--- src/rtl/radar_sweep_scheduler.sv ---
// radar_sweep_scheduler: steps a servo across NUM_SLOTS positions and takes one HC-SR04
// range sample per slot. Optional macro RADAR_AVG_EN: two shots per slot, published as their mean.
`timescale 1ns/1ps
module radar_sweep_scheduler #(
  parameter int NUM_SLOTS        = 7,
  parameter int SLOT_W           = 3,
  parameter int SETTLE_CYC       = 270000,
  parameter int TRIG_CYC         = 270,
  parameter int ECHO_TIMEOUT_CYC = 200000,
  parameter int PERIOD_CYC       = 1620000,
  parameter int CNT_W            = 18
) (
  input  logic              clk,
  input  logic              rst,
  input  logic              enable,
  input  logic              echo,
  output logic              trig,
  output logic [SLOT_W-1:0] slot,
  output logic              dir,
  output logic              busy,
  output logic              sample_valid,
  output logic [SLOT_W-1:0] sample_slot,
  output logic [CNT_W-1:0]  sample_count,
  output logic              sample_timeout
);

  localparam int TMAX0 = (SETTLE_CYC > TRIG_CYC) ? SETTLE_CYC : TRIG_CYC;
  localparam int TMAX  = (TMAX0 > ECHO_TIMEOUT_CYC) ? TMAX0 : ECHO_TIMEOUT_CYC;
  localparam int TW    = $clog2(TMAX + 1);
  localparam int PW    = $clog2(PERIOD_CYC + 1);

  localparam logic [TW-1:0]     SETTLE_LAST = TW'(SETTLE_CYC - 1);
  localparam logic [TW-1:0]     TRIG_LAST   = TW'(TRIG_CYC - 1);
  localparam logic [TW-1:0]     WAIT_LAST   = TW'(ECHO_TIMEOUT_CYC - 1);
  localparam logic [CNT_W-1:0]  TO_CNT      = CNT_W'(ECHO_TIMEOUT_CYC);
  localparam logic [CNT_W-1:0]  MEAS_LAST   = CNT_W'(ECHO_TIMEOUT_CYC - 1);
  localparam logic [PW-1:0]     PER_MAX     = PW'(PERIOD_CYC);
  localparam logic [SLOT_W-1:0] SLOT_LAST   = SLOT_W'(NUM_SLOTS - 1);

  localparam logic [2:0] S_IDLE   = 3'd0;
  localparam logic [2:0] S_SETTLE = 3'd1;
  localparam logic [2:0] S_TRIG   = 3'd2;
  localparam logic [2:0] S_WAIT   = 3'd3;
  localparam logic [2:0] S_MEAS   = 3'd4;
  localparam logic [2:0] S_ADV    = 3'd5;

  logic [2:0]       state;
  logic [TW-1:0]    tmr;
  logic [PW-1:0]    per_cnt;
  logic             fired;
  logic [CNT_W-1:0] ecnt;
  logic [2:0]       esync;
  logic             es, rise;
  logic             settle_done, per_ok, go_trig;
  logic             meas_done, meas_to;
  logic [CNT_W-1:0] meas_cnt;
  logic             pub, rearm, pub_to;
  logic [CNT_W-1:0] pub_cnt;

  // [1:0] is the synchronizer, [2] the previous synced value for edge detection
  always_ff @(posedge clk or posedge rst)
    if (rst) esync <= '0;
    else     esync <= {esync[1:0], echo};

  assign es   = esync[1];
  assign rise = esync[1] & ~esync[2];

  assign trig        = (state == S_TRIG);
  assign busy        = (state != S_IDLE);
  assign settle_done = (tmr >= SETTLE_LAST);
  assign per_ok      = !fired || (per_cnt >= PER_MAX);
  assign go_trig     = (state == S_SETTLE) && settle_done && per_ok;

  // Loads 1 on the trig-rise edge so the next rise lands exactly PERIOD_CYC later.
  always_ff @(posedge clk or posedge rst)
    if (rst)                    per_cnt <= '0;
    else if (go_trig)           per_cnt <= PW'(1);
    else if (per_cnt < PER_MAX) per_cnt <= per_cnt + 1'b1;

  always_comb begin
    meas_done = 1'b0;
    meas_to   = 1'b0;
    meas_cnt  = ecnt;
    case (state)
      S_WAIT: if (!rise && tmr == WAIT_LAST) begin
        meas_done = 1'b1;
        meas_to   = 1'b1;
        meas_cnt  = TO_CNT;
      end
      S_MEAS: if (!es) begin
        meas_done = 1'b1;
      end else if (ecnt >= MEAS_LAST) begin
        meas_done = 1'b1;
        meas_to   = 1'b1;
        meas_cnt  = TO_CNT;
      end
      default: ;
    endcase
  end

`ifdef RADAR_AVG_EN
  logic             shot, to0;
  logic [CNT_W-1:0] c0;
  logic [CNT_W:0]   sum;

  always_comb begin
    sum     = {1'b0, c0} + {1'b0, meas_cnt};
    pub     = meas_done && shot;
    rearm   = meas_done && !shot;
    pub_to  = to0 | meas_to;
    pub_cnt = pub_to ? TO_CNT : CNT_W'(sum >> 1);
  end

  always_ff @(posedge clk or posedge rst)
    if (rst) begin
      shot <= 1'b0;
      to0  <= 1'b0;
      c0   <= '0;
    end else if (meas_done) begin
      shot <= !shot;
      to0  <= meas_to;
      c0   <= meas_cnt;
    end
`else
  assign pub     = meas_done;
  assign rearm   = 1'b0;
  assign pub_to  = meas_to;
  assign pub_cnt = meas_cnt;
`endif

  always_ff @(posedge clk or posedge rst) begin
    if (rst) begin
      state          <= S_IDLE;
      tmr            <= '0;
      fired          <= 1'b0;
      ecnt           <= '0;
      slot           <= '0;
      dir            <= 1'b0;
      sample_valid   <= 1'b0;
      sample_slot    <= '0;
      sample_count   <= '0;
      sample_timeout <= 1'b0;
    end else begin
      sample_valid <= 1'b0;
      if (pub) begin
        sample_valid   <= 1'b1;
        sample_slot    <= slot;
        sample_count   <= pub_cnt;
        sample_timeout <= pub_to;
      end
      case (state)
        S_IDLE: if (enable) begin
          state <= S_SETTLE;
          tmr   <= '0;
        end
        S_SETTLE: if (go_trig) begin
          state <= S_TRIG;
          tmr   <= '0;
          fired <= 1'b1;
        end else if (!settle_done) begin
          tmr <= tmr + 1'b1;
        end
        S_TRIG: if (tmr == TRIG_LAST) begin
          state <= S_WAIT;
          tmr   <= '0;
        end else begin
          tmr <= tmr + 1'b1;
        end
        // The rise cycle itself is the first echo-high clock, hence the load of 1.
        S_WAIT: if (rise) begin
          state <= S_MEAS;
          ecnt  <= CNT_W'(1);
        end else if (meas_done) begin
          state <= rearm ? S_SETTLE : S_ADV;
          tmr   <= SETTLE_LAST;
        end else begin
          tmr <= tmr + 1'b1;
        end
        S_MEAS: if (meas_done) begin
          state <= rearm ? S_SETTLE : S_ADV;
          tmr   <= SETTLE_LAST;
        end else begin
          ecnt <= ecnt + 1'b1;
        end
        S_ADV: begin
          if (!dir) begin
            if (slot == SLOT_LAST) begin
              dir  <= 1'b1;
              slot <= slot - 1'b1;
            end else begin
              slot <= slot + 1'b1;
            end
          end else begin
            if (slot == '0) begin
              dir  <= 1'b0;
              slot <= slot + 1'b1;
            end else begin
              slot <= slot - 1'b1;
            end
          end
          state <= enable ? S_SETTLE : S_IDLE;
          tmr   <= '0;
        end
        default: state <= S_IDLE;
      endcase
    end
  end

endmodule

--- config.mk ---
export PLATFORM = sky130hd
export DESIGN_NAME = radar_sweep_scheduler
export DESIGN_NICKNAME = d
export VERILOG_FILES = /design/src/rtl/radar_sweep_scheduler.sv
export SDC_FILE = /design/constraint.sdc
export NUM_CORES = 1
export LEC_CHECK = 0
export CORE_MARGIN = 5
export CORE_UTILIZATION = 46
export DETAILED_ROUTE_END_ITERATION = 16
export PLACE_DENSITY = 0.62
export SKIP_CTS_REPAIR_TIMING = 1
export SYNTH_ARGS = -nofsm -noshare
export SYNTH_HDL_FRONTEND = slang
export SYNTH_SLANG_ARGS = --single-unit
--- constraint.sdc ---
create_clock -name clk -period 6.2 [get_ports clk]
set_input_delay 0.93 -clock clk [delete_from_list [all_inputs] [get_ports clk]]
set_output_delay 0.93 -clock clk [all_outputs]
set_load 0.05 [all_outputs]
======== After elaboration in Yosys (flattened, before gate mapping) ========
Cells that the tools add are included.
cells by class
  divide/modulo/power cells ............... 0
  reductions and logical operators ........ 16
  multiplexer cells ....................... 37
  shift operators ......................... 0
  bitwise gates (word level) .............. 2
  $lt $le $gt $ge ......................... 4
  equality and inequality tests ........... 16
  $mul .................................... 0
  $add $sub $neg .......................... 5
operators with widths
  kind                                                    number
  2-to-1 mux 19 bit                                       7
  one-hot mux 19 bit (6 select lines)                     1
  2-to-1 mux 18 bit                                       5
  one-hot mux 18 bit (2 select lines)                     2
  2-to-1 mux 21 bit                                       2
  2-to-1 mux 3 bit                                        8
  adder 21 x 1 -> 21 bit (second input constant)          1
  >= comparator 21 bit (second input constant)            1
  < comparator 21 bit (second input constant)             1
  adder 19 x 1 -> 19 bit (second input constant)          1
  equality test 19 x 18 -> 1 bit (second input constant)  1
  equality test 19 x 9 -> 1 bit (second input constant)   1
  >= comparator 19 bit (second input constant)            1
  adder 18 x 1 -> 18 bit (second input constant)          1
  >= comparator 18 bit (second input constant)            1
  one-hot mux 3 bit (6 select lines)                      1
  inequality test 2 bit (second input constant)           6
  equality test 3 bit (second input constant)             3
  2-to-1 mux 1 bit                                        9
  equality test 3 x 2 -> 1 bit (second input constant)    2
  zero test 3 bit                                         2
  AND reduction 3 bit                                     2
  nonzero test 6 bit                                      1
  AND reduction 5 bit                                     1
  14 further kinds                                        19
storage, ports and cells
  ROM bits ................................ 0
  bits in writable memories ............... 0
  bits in latches ......................... 0
  bits of input ports ..................... 4
  memories ................................ 0
  output and inout port bits .............. 29
  logic and storage cells ................. 92
  flip-flop bits (word level) ............. 92

======== Logic depth before layout (Yosys ltp) ========
  depth in word-level cells ............... 9
  mapped depth ............................ 10
  mapped depth without buffers ............ 9

======== Worst setup path before layout ========
OpenSTA, ideal clock, no wires.
  path type ............................... register -> register
  start ................................... register tmr[0]
  end ..................................... register tmr[15]
  arrival ................................. 2,392 ps
  buffers on the path ..................... 1
  path slack .............................. 3,705 ps
  setup time .............................. 103 ps
  cell stages (with the launch flop) ...... 10
  period minus slack after synthesis ...... 2,495 ps
  required time ........................... 6,097 ps
  cells stage by stage .................... dfrtp_1 -> ha_1 -> nand3_1 -> nor2_1 -> a32o_1 -> or3b_2 -> a31oi_2 -> nand2b_4 -> buf_6 -> o41ai_2
on the way
  cells in the longest elaborated chain, start to end .. 7
  elaborated cells on any way between the ends .. 18
  those cells by class .................... 1 x add/sub; 1 x order compare; 4 x eq/ne; 8 x mux; 4 x reduce/logical
RTL lines
  item                                                            line  RTL
  from (decl)                                                     48    logic [TW-1:0] tmr;
  from (signal assigned)                                          161   tmr <= tmr + 1'b1;
  from (signal assigned)                                          167   tmr <= tmr + 1'b1;
  from (signal assigned)                                          177   tmr <= tmr + 1'b1;
  branches (longest 7 deep; another with adder 19 x 1 -> 19 bit)  -
Several ways; the timed one is not identified. The select of a mux whose other input is x is not followed.
A chain may end at the register's enable or synchronous reset.

======== Worst setup path after layout ========
  start ................................... register state[1]
  end ..................................... output trig
on the way
  cells in the longest elaborated chain, start to end .. 1
RTL lines
  item                          line  RTL
  from (decl)                   47    logic [2:0] state;
  from (signal assigned)        174   state <= rearm ? S_SETTLE : S_ADV;
  from (signal assigned)        180   state <= rearm ? S_SETTLE : S_ADV;
  from (signal assigned)        201   state <= enable ? S_SETTLE : S_IDLE;
  equality test 3 x 2 -> 1 bit  68    assign trig = (state == S_TRIG);
  to (decl)                     17    output logic trig,
No other way between the ends.

==> summary.md <==
| Metric | Value |
|---|---|
| DR pass1 iterations | `5` |
| RSZ-0062 raised after global routing | `no` |
| Fin. max-slew vios | `0` |
| Clk pwr share | `0.206` |
| Final clock skew | `7.97 ps` |
| H-tree depth | `3` |
| Vias | `3809` |
| Global-route wire length before repair | `~19 mm` |
| Via count of the first global-routing pass | `3940` |
| Setup violators final | `0` |
| Syn_nets | `520` |
| Grt met2 use | `0.290` |
| Static leakage | `0.00233 uW` |
| Final Util | `0.529` |
| Average routed wire per standard cell | `about 16 um` |
| F_max | `0.312 GHz` |
| Dpl ws | `3140 ps` |
| Gate Count Post-Synth | `507` |
| Crit path max fanout | `13` |
| Final Hold Fails | `0` |
| Synth Cell Area | `roughly 4800 um2` |
| Post-route ant nets | `0` |
| DIE AREA | `12700 um2` |
| Sequential power share | `0.443` |
| Inserted Diodes | `0` |
| Setup TNS | `0 ps` |
| Iteration-0 DRC Markers | `255` |
| Syn. warnings | `0` |
| Root buffer cell | `clkbuf_8` |
| Mapped Avg Cell Area | `9.53 um2` |
| Sw frac | `0.414` |
| WHS | `~360 ps` |
| Setup crit start kind | `register` |
| Relative slew slack | `0.340` |
| Die X | `between 100 and 150 um` |
| Fin nets | `544` |
| Peak supply drop | `approximately 0.22 mV` |
| Final wirelength | `10.5 mm` |
| Detailed placer's ending HPWL | `7.14 mm` |
| Vias/cell | `~5.7` |
| Gr usage total | `0.174` |
| Power per Cell Area | `349 nW/um2` |
| CTS buffer count | `9` |
| Pint | `1110 uW` |
| Final setup margin | `3000 ps` |
| Status | `finished clean` |
| FFs w/ async S/R, synth | `1.00` |
| Die Y-Extent | `112 um` |
| Post-layout minimum cycle time | `3200 ps` |
| Number of synthesized flops with an enable pin | `0` |
| Skew-Pair Late Insertion Delay | `360 ps` |
| GPL Wtd Cong | `a little over 0.8` |
| GR met1 Demand/Resource | `0.231` |
| Endpoint class of the critical path | `output pin` |
| IO Pins | `33` |
| Initial core utilization | `0.470` |
| Layout cells sized above 1 | `0.0765` |
| Flop and latch count out of synthesis | `92` |
| Psw | `786 uW` |
| Met3 Usage GRT | `0.0318` |
| Worst path required time | `5270 ps` |
| Initial antenna violation count | `0` |
| I/O Buffers | `32` |
| CTS tree | `done` |
| # Max-Cap Violations | `0` |
| Rows | `37` |
| Min-delay worst type | `reg2reg` |
| Core area | `10300 um2` |
| CTS Buffer Depth | `2` |
| Critical Path AT | `between 2000 and 2500 ps` |
| Cell variety after synth | `61` |
| Clk sinks | `approximately 90` |
| Worst Max-Slew Pin Slew | `approximately 990 ps` |
| Area Overhead vs Synth | `12.6%` |
| Grt ovf | `0` |
| Logic gate share of total power | `0.351` |
| Register area share after synthesis | `0.477` |
| Worst-path clk slew | `100 ps` |
| Largest net degree at the start of global routing | `49` |
| WS Path Type | `reg2out` |
| Drt drc | `0` |
| Final period util | `0.517` |
| Busiest grt layer | `met2` |
| Synth Flop Type | `dfrtp_1` |
[Yosys cell counts (11+ instances only)]
cell type,count,area share
nor2_1,58,0.045
nand4_1,17,0.022
and3_1,14,0.018
xnor2_1,11,0.020
o21ai_0,16,0.017
nand3_1,25,0.026
nand2_1,38,0.030
clkbuf_1,17,0.013
dfrtp_1,92,0.48
a21oi_1,25,0.026
xor2_1,22,0.040
o22a_1,15,0.027
inv_1,17,0.013
a22o_1,12,0.022
nor3_1,13,0.013
[final timing paths]
check	from	to	slack [ps]	cells after the start
max	state[1]	trig	3000	3
min	esync[0]	esync[1]	360	0
min reg2reg	esync[0]	esync[1]	360	0
min in group asynchronous	rst	sample_slot[2]	990	2
max in group asynchronous	rst	state[0]	4130	3
max reg2reg	per_cnt[16]	tmr[11]	3120	7
[state kept, by name, summed over array words and instances, names as in the netlist]
signal	flops
fired	1
slot	3
sample_slot	3
ecnt	18
sample_timeout	1
sample_valid	1
per_cnt	21
tmr	19
esync	3
state	3
sample_count	18
dir	1
[metal layers]
layer  part of all wire  routed length [um]  vias up
li1                   -                   -     1880
met1               0.48                4980     1860
met2               0.48                5030       58
met3              0.034                 357       11
met4             0.0094                  98        0
met5                  0                   0        -
[critical path, cell delays in order (launching register included)]
cell and delay (ps):
dfrtp_1 570, nor2b_1 210, nor2b_1 280, clkdlybuf4s50_1 860
[metrics by stage]
step                      instances  power, uW  instance area, um2
final                           672       1900                5440
after global routing            672       2020                5440
after CTS                       672       1920                5440
after detailed placement        656       1520                5260
after global placement          656       1500                5260
after floorplan                 507       1340                4830
[area by class of cell]
| type | instances | area [um2] |
|---|---|---|
| Timing Repair Buffer | 37 | 358 |
| Fill cell | 980 | 4840 |
| Clock buffer | 10 | 128 |
| Multi-Input combinational cell | 374 | 2360 |
| Sequential cell | 92 | 2300 |
| Clock inverter | 6 | 53.8 |
| Tap cell | 136 | 170 |
| Inverter | 17 | 65.1 |
[power by group through the flow]
stage	Clock (uW)	Combinational, uW	Sequential [uW]
after global placement	0	657	846
after CTS	401	675	839
after global routing	425	739	859
final	391	666	841
after floorplan	0	434	909
after detailed placement	0	670	850
[layout by cell type, fill, tap and decap left out, types with 4 or more instances in the layout]
cell and instances:
o22a_1 15, nand4_1 17, a22o_1 12, nand3_1 25, inv_1 16, o21ai_0 16, a31oi_1 6, nand2_1 38
and3_1 14, xor2_1 22, and2_1 9, nor4_1 8, inv_6 4, clkbuf_8 9, xnor2_1 11, buf_4 5
nand2b_1 5, or3_1 8, clkdlybuf4s50_1 32, nor3_1 12, nor2b_1 5, dfrtp_1 92, a41oi_1 5, a21oi_1 25
ha_1 9, nor2_1 58
[logic make-up after synthesis]
family	synth area share
AOI/OAI and AO/OA	0.163
xor gates and xnor gates	0.0598
and+or+nand+nor	0.233
DFF	0.477
muxes	0.00906
buffers and inverters	0.0355
adders and majority gates	0.0233
(Power assumes the default switching activity.)
